===== config.mk =====
export PLATFORM = sky130hd
export DESIGN_NAME = event_tag_fifo
export DESIGN_NICKNAME = d
export VERILOG_FILES = /design/src/rtl/event_tag_fifo.sv
export SDC_FILE = /design/constraint.sdc
export NUM_CORES = 1
export LEC_CHECK = 0
export CORE_MARGIN = 2
export CORE_UTILIZATION = 55
export DETAILED_ROUTE_END_ITERATION = 12
export PLACE_DENSITY = 0.82
export REMOVE_ABC_BUFFERS = 1
export SETUP_SLACK_MARGIN = 0.3
export SYNTH_ARGS = -nofsm -noshare
export SYNTH_HDL_FRONTEND = slang
export SYNTH_SLANG_ARGS = --single-unit

===== constraint.sdc =====
create_clock -name SYSCLK -period 13.11 [get_ports SYSCLK]
set_clock_uncertainty 0.15 [all_clocks]
set_input_delay 1.9665 -clock SYSCLK [delete_from_list [all_inputs] [get_ports SYSCLK]]
set_output_delay 1.9665 -clock SYSCLK [all_outputs]
set_load 0.05 [all_outputs]

===== src/rtl/event_tag_fifo.sv =====
// rtl/event_tag_fifo.sv - trigger tag/pattern FIFO, FWFT, optional timestamp column (EVTAG_TIMESTAMP_EN)
module event_tag_fifo #(
  parameter int AW    = 4,
  parameter int ENC_W = 14,
  parameter int SNC_W = 10,
  parameter int PAT_W = 16,
  parameter int AFULL = 2
) (
  input  logic             SYSCLK,
  input  logic             RSTB,
  input  logic             TRIG,
  input  logic [ENC_W-1:0] ENC,
  input  logic [SNC_W-1:0] SNC,
  input  logic             LOCK,
  input  logic [PAT_W-1:0] PATTERN,
  input  logic             RD_POP,
  input  logic             CLR,
  output logic [31:0]      DOUT_TAG,
  output logic [31:0]      DOUT_PAT,
  output logic [31:0]      DOUT_TS,
  output logic             EMPTY,
  output logic             FULL,
  output logic [AW:0]      COUNT,
  output logic [15:0]      OVF_CNT,
  output logic             UNDERFLOW,
  output logic             BUSY_REQ
);

  localparam int DEPTH = 1 << AW;
  localparam int TAG_W = 1 + ENC_W + SNC_W;
  localparam logic [AW:0] DEPTH_C  = {1'b1, {AW{1'b0}}};
  localparam logic [AW:0] THRESH_C = DEPTH_C - (AW+1)'(AFULL);
  localparam logic [31:0] EMPTY_WORD = 32'hFEFEFEFE;

  logic [TAG_W-1:0] tag_mem [DEPTH];
  logic [PAT_W-1:0] pat_mem [DEPTH];

  logic [AW-1:0] wr_ptr;
  logic [AW-1:0] rd_ptr;
  logic          trig_d;
  logic          push_req;
  logic          push_ok;
  logic          pop_ok;
  logic [AW:0]   count_next;
  logic [TAG_W-1:0] head_tag;
  logic [31:0]   tag_word;
  logic [31:0]   pat_word;

  assign EMPTY    = (COUNT == '0);
  assign FULL     = (COUNT == DEPTH_C);
  assign push_req = TRIG & ~trig_d;
  // A pop on a full buffer frees the slot the simultaneous push needs.
  assign push_ok  = push_req & ~CLR & (~FULL | RD_POP);
  assign pop_ok   = RD_POP & ~EMPTY & ~CLR;

  // Next occupancy; CLR wins over push and pop.
  always_comb begin
    count_next = COUNT;
    if (CLR)
      count_next = '0;
    else if (push_ok && !pop_ok)
      count_next = COUNT + 1'b1;
    else if (!push_ok && pop_ok)
      count_next = COUNT - 1'b1;
  end

  // Trigger edge history; held high in reset so a level already high cannot push.
  always_ff @(posedge SYSCLK) begin
    if (!RSTB)
      trig_d <= 1'b1;
    else
      trig_d <= TRIG;
  end

  // Pointers, occupancy and status flags.
  always_ff @(posedge SYSCLK) begin
    if (!RSTB || CLR) begin
      wr_ptr    <= '0;
      rd_ptr    <= '0;
      COUNT     <= '0;
      OVF_CNT   <= '0;
      UNDERFLOW <= 1'b0;
      BUSY_REQ  <= 1'b0;
    end else begin
      if (push_ok)
        wr_ptr <= wr_ptr + 1'b1;
      if (pop_ok)
        rd_ptr <= rd_ptr + 1'b1;
      if (push_req && FULL && !RD_POP && OVF_CNT != 16'hFFFF)
        OVF_CNT <= OVF_CNT + 1'b1;
      if (RD_POP && EMPTY)
        UNDERFLOW <= 1'b1;
      COUNT    <= count_next;
      BUSY_REQ <= (count_next >= THRESH_C);
    end
  end

  // Entry storage; contents survive reset and CLR, only pointers are cleared.
  always_ff @(posedge SYSCLK) begin
    if (push_ok) begin
      tag_mem[wr_ptr] <= {LOCK, ENC, SNC};
      pat_mem[wr_ptr] <= PATTERN;
    end
  end

  // Unpack the head entry into the 32-bit register layouts.
  always_comb begin
    head_tag = tag_mem[rd_ptr];
    tag_word = '0;
    tag_word[31] = head_tag[TAG_W-1];
    tag_word[ENC_W+SNC_W-1:0] = head_tag[ENC_W+SNC_W-1:0];
    pat_word = '0;
    pat_word[PAT_W-1:0] = pat_mem[rd_ptr];
  end

  assign DOUT_TAG = EMPTY ? EMPTY_WORD : tag_word;
  assign DOUT_PAT = EMPTY ? EMPTY_WORD : pat_word;

`ifdef EVTAG_TIMESTAMP_EN
  logic [31:0] ts_cnt;
  logic [31:0] ts_mem [DEPTH];

  // Free-running timestamp; only reset clears it, CLR does not.
  always_ff @(posedge SYSCLK) begin
    if (!RSTB)
      ts_cnt <= '0;
    else
      ts_cnt <= ts_cnt + 1'b1;
  end

  // Timestamp column written alongside each accepted entry.
  always_ff @(posedge SYSCLK) begin
    if (push_ok)
      ts_mem[wr_ptr] <= ts_cnt;
  end

  assign DOUT_TS = EMPTY ? EMPTY_WORD : ts_mem[rd_ptr];
`else
  assign DOUT_TS = 32'd0;
`endif

endmodule


## Word level (Yosys, flattened, before mapping)

Memories as Yosys holds them, arrays and structs flattened. A register that Yosys moved wholly into a read port is not among the register bits.
Index checks and enable logic that the tools add are counted.

| storage, ports and cells | value |
|---|---|
| output and inout port bits | 121 |
| input bits | 46 |
| logic and storage cells | 50 |
| RAM bits | 656 |
| memories | 2 |
| register bits after elaboration | 32 |

Memories:

| memory | depth | width | read ports | clocked after memory_dff | wr ports | RTL line | source |
|---|---|---|---|---|---|---|---|
| tag_mem | 16 | 25 | 1 | 1 | 1 | 35 | `logic [TAG_W-1:0] tag_mem [DEPTH];` |
| pat_mem | 16 | 16 | 1 | 1 | 1 | 36 | `logic [PAT_W-1:0] pat_mem [DEPTH];` |

| operators by class | value |
|---|---|
| $add $sub $neg | 5 |
| multiplexer cells | 11 |
| equal/unequal tests | 2 |
| reduce and logical (&&, ||, !) cells | 12 |
| order comparisons | 1 |
| bitwise logic cells | 10 |

Operators with widths:

| operator | number |
|---|---|
| $mux W32 | 2 |
| $add A16 B1 Y16 const B | 1 |
| $mux W4 | 4 |
| $ne A16 B16 Y1 const B | 1 |
| $mux W5 | 3 |
| $add A4 B1 Y4 const B | 2 |
| $logic_and A1 B1 Y1 | 6 |
| $add A5 B1 Y5 const B | 1 |
| $and A1 B1 Y1 | 5 |
| $eq A5 B5 Y1 const B | 1 |
| $ge A5 B4 Y1 const B | 1 |
| $logic_not A5 Y1 | 1 |
| $sub A5 B1 Y5 const B | 1 |
| $logic_not A1 Y1 | 4 |
| $not A1 Y1 | 4 |
| $mux W1 | 2 |
| $logic_or A1 B1 Y1 | 1 |
| $or A1 B1 Y1 | 1 |

## Longest topological paths before layout

| depth | value |
|---|---|
| word-level depth | 10 |
| depth in mapped cells | 9 |
| gate-level depth less buffers | 8 |

## Least setup slack after synthesis

OpenSTA, ideal clock, no wires.

| timing | value |
|---|---|
| kind | input -> register |
| start point | input port RD_POP |
| end point | memory pat_mem[3][0] (enable) |
| data required time | 12.470 ns |
| buffers on the path | 1 |
| setup time | 0.490 ns |
| setup slack | 6.778 ns |
| stages on the path | 5 |
| arrival time | 5.692 ns |
| cell sequence | clkbuf_1 inv_1 a21boi_2 nand2_1 nor3_1 |

| on the way | value |
|---|---|
| longest elaborated chain between the ends | 4 |

Ends and longest elaborated chain:

| what | RTL line | source |
|---|---|---|
| from (decl) | 16 | `input logic RD_POP,` |
| $or A1 B1 Y1 | 53 | `assign push_ok = push_req & ~CLR & (~FULL \| RD_POP);` |
| $and A1 B1 Y1 | 53 |  |
| $mux W1 | 100 | `if (push_ok) begin` |
| $mux W1 (implied by the code) | 102 | `pat_mem[wr_ptr] <= PATTERN;` |
| to (decl) | 36 |  |

No other way between the ends.

==> results.cfg <==
[setup_path]
crit_chain = buf_4 > buf_4 > mux4_2 > mux4_2 > or2_1 > clkdlybuf4s50_1
cpPeakStageDelay_ns = 0.87
critPathArrivalTime_ns = 5.01
crit_path_max_fanout = 54
crit_type = register to output pin
path_delay_family = buffers and inverters
start_kind = register
worst-endpoint-required_ns = 10.99
endpoint_kind = output pin
critPathBufInv = 3
critical_path.slowest_cell = buf_4

[clocking]
cts-root-buf = clkbuf_16
cts.sinks = 692
clk_pin_slew_ns = 0.06
clk_path_buf_depth = 3
htreeDepth = 3
clk_latency_ns = 0.58
post-cts-setup-buffer-count = 0
cts_made_buffers = 67
hold_buffers = 0
cts_tree = yes
cts-resized-gates = 0

[layout]
final_common_cell = edfxtp_1
drive_gt1_share_pct = 23.3
finalNetCount = 1428
final_cell_mix = 656 x edfxtp_1, 187 x mux4_2, 131 x clkdlybuf4s50_1, 68 x clkbuf_16, 36 x or2_1
final_cells = 2093
syn_to_final_growth_pct = 14.4

[global_routing]
antenna_found_initial = 6
grt_pass1_wl_um = 88500
grt_pass1_vias = 13500
track_usage_pct = 24.4
overflow = 0
grt_max_degree = 66

[floorplan]
placementRows = 81
die_w_um = 227
start_util_pct = 55.7
core_mm2 = 0.0490
ios = 167
fp.dieH_um = 227
die-area_mm2 = 0.0514

[place]
portBuffers = 131
dp_cells = 1969
pre_cts_ws_ns = 6.51
gp_congestion = 0.782
dp_hpwl_um = 28200

[synth]
ys_async_sr_fraction_pct = 0
yosysWarnings = 0
netlist_area_mm2 = 0.0273
yosysSeqAreaShare_pct = 74.9
synth-edff-count = 656
synthFlopType = edfxtp_1
ys_ff_latch = 692
synth_area_per_cell_um2 = 22.2
yosysUniqueCellTypes = 54
synth_cells = 1229

[sta]
timing.final.crit_share_pct = 54.3
rsz0062_at_grt = false
relSlewSlack_pct = 20.7
setup_viol = 0
fin_ws_ns = 5.99
tightest_slew_ns = 1.19
clock.fmax_ghz = 0.140
fin_crit_ns = 7.12
final-hold-violation-count = 0
final_max_slew_viol_count = 0
tns_ns = 0

[run_status]
outcome = finished, final reports clean

[route]
wire_per_inst_um = 29.2
routed_wl_um = 61100
first_pass_iters = 5
route.antenna.remaining_nets = 0
vias = 13200
drt_iter0_markers = 1458
vias_per_cell = 6.32
route.detailed.drc = 0

[power]
power_leakage_nw = 9.50
power_density_mw_per_mm2 = 143
ir_drop_mv = 0.110

[hold_path]
hold_class = register to register

[run]
max_cap_viol_count = 0
Yosys cell counts, types with 3 or more instances:
cell	count	area, um2
nand4_1	6	37.5
mux4_2	187	4210
nand2_1	15	56.3
buf_1	6	22.5
dfxtp_1	36	721
o21ai_0	4	20.0
inv_1	14	52.6
o211ai_1	7	52.6
buf_2	3	15.0
or2_1	36	225
mux4_1	18	473
xnor2_1	3	26.3
buf_6	14	158
or3_1	3	18.8
buf_8	3	45.0
nand3_1	8	40.0
and2_1	5	31.3
nor2_1	35	131
a21oi_1	9	45.0
clkbuf_1	31	116
ha_1	8	100
buf_4	57	428
edfxtp_1	656	19700
nor3_1	10	50.1
xor2_1	11	96.3
nand2b_1	5	31.3
and3_1	3	18.8
flip-flops by register name (all words and copies together) (netlist names), named ones only:
name	cells
tag_mem	400
pat_mem	256
OVF_CNT	16
COUNT	5
rd_ptr	4
wr_ptr	4
BUSY_REQ	1
UNDERFLOW	1
trig_d	1
per-stage QoR:
step                hold WS [ns]  util, %  area, um2  power [mW]
floorplan                  0.309        -      26600        2.56
global placement           0.322     59.3      29100        2.62
detailed placement         0.331     59.3      29100        2.63
CTS                        0.341     63.7      31200        4.49
global route               0.388     63.7      31200        4.57
finish                     0.337     63.7      31200        4.46
cell families after synthesis:
kind of cell    synth area share [%]
compound gates                 0.996
other cells                   0.0138
simple gates                    2.96
fa+ha+maj                      0.367
flops                           74.9
buf+inv                         3.07
mux                             17.2
xor+xnor                       0.450
power breakdown:
part	leakage, nW	total [mW]	switching (mW)	internal (mW)
Clock	1.03	1.88	0.812	1.07
Sequential	6.19	2.42	0.00220	2.42
Combinational	2.27	0.161	0.113	0.0480
layer usage:
layer,up-vias,GRT usage [%],share of wire [%]
met3,135,5.17,9.4
met1,6913,33.9,38
li1,5333,-,-
met2,847,39.4,50
met4,6,8.02,3.0
met5,-,0,0.067
worst register-to-register path: stages, from the launching register on:
cell,delay [ns]
dfxtp_1,0.39
inv_1,0.09
ha_1,0.27
nand4bb_4,0.15
inv_1,0.10
a21boi_2,0.36
nand2_1,0.33
nor2_4,0.78
buf_4,0.58
final cells by class:
cell class                 instances  area [um2]
multi-input combinational        443        6240
inverter                          14        52.6
clock buffer                      83        1780
tap                              664         831
timing repair buffer             156        1500
fill                            3124       17800
sequential                       692       20400
clock inverter                    38         347
antenna                            3        7.51
path summary, 6_finish.rpt:
path,start,end,slack (ns),depth (start not counted)
max,register,DOUT_TAG[10],5.99,6
min,rd_ptr[3],register,0.34,2
max reg2reg,COUNT[0],pat_mem[14][2],9.54,8
min reg2reg,rd_ptr[3],register,0.34,2
Power figures use the tool's default switching activity.
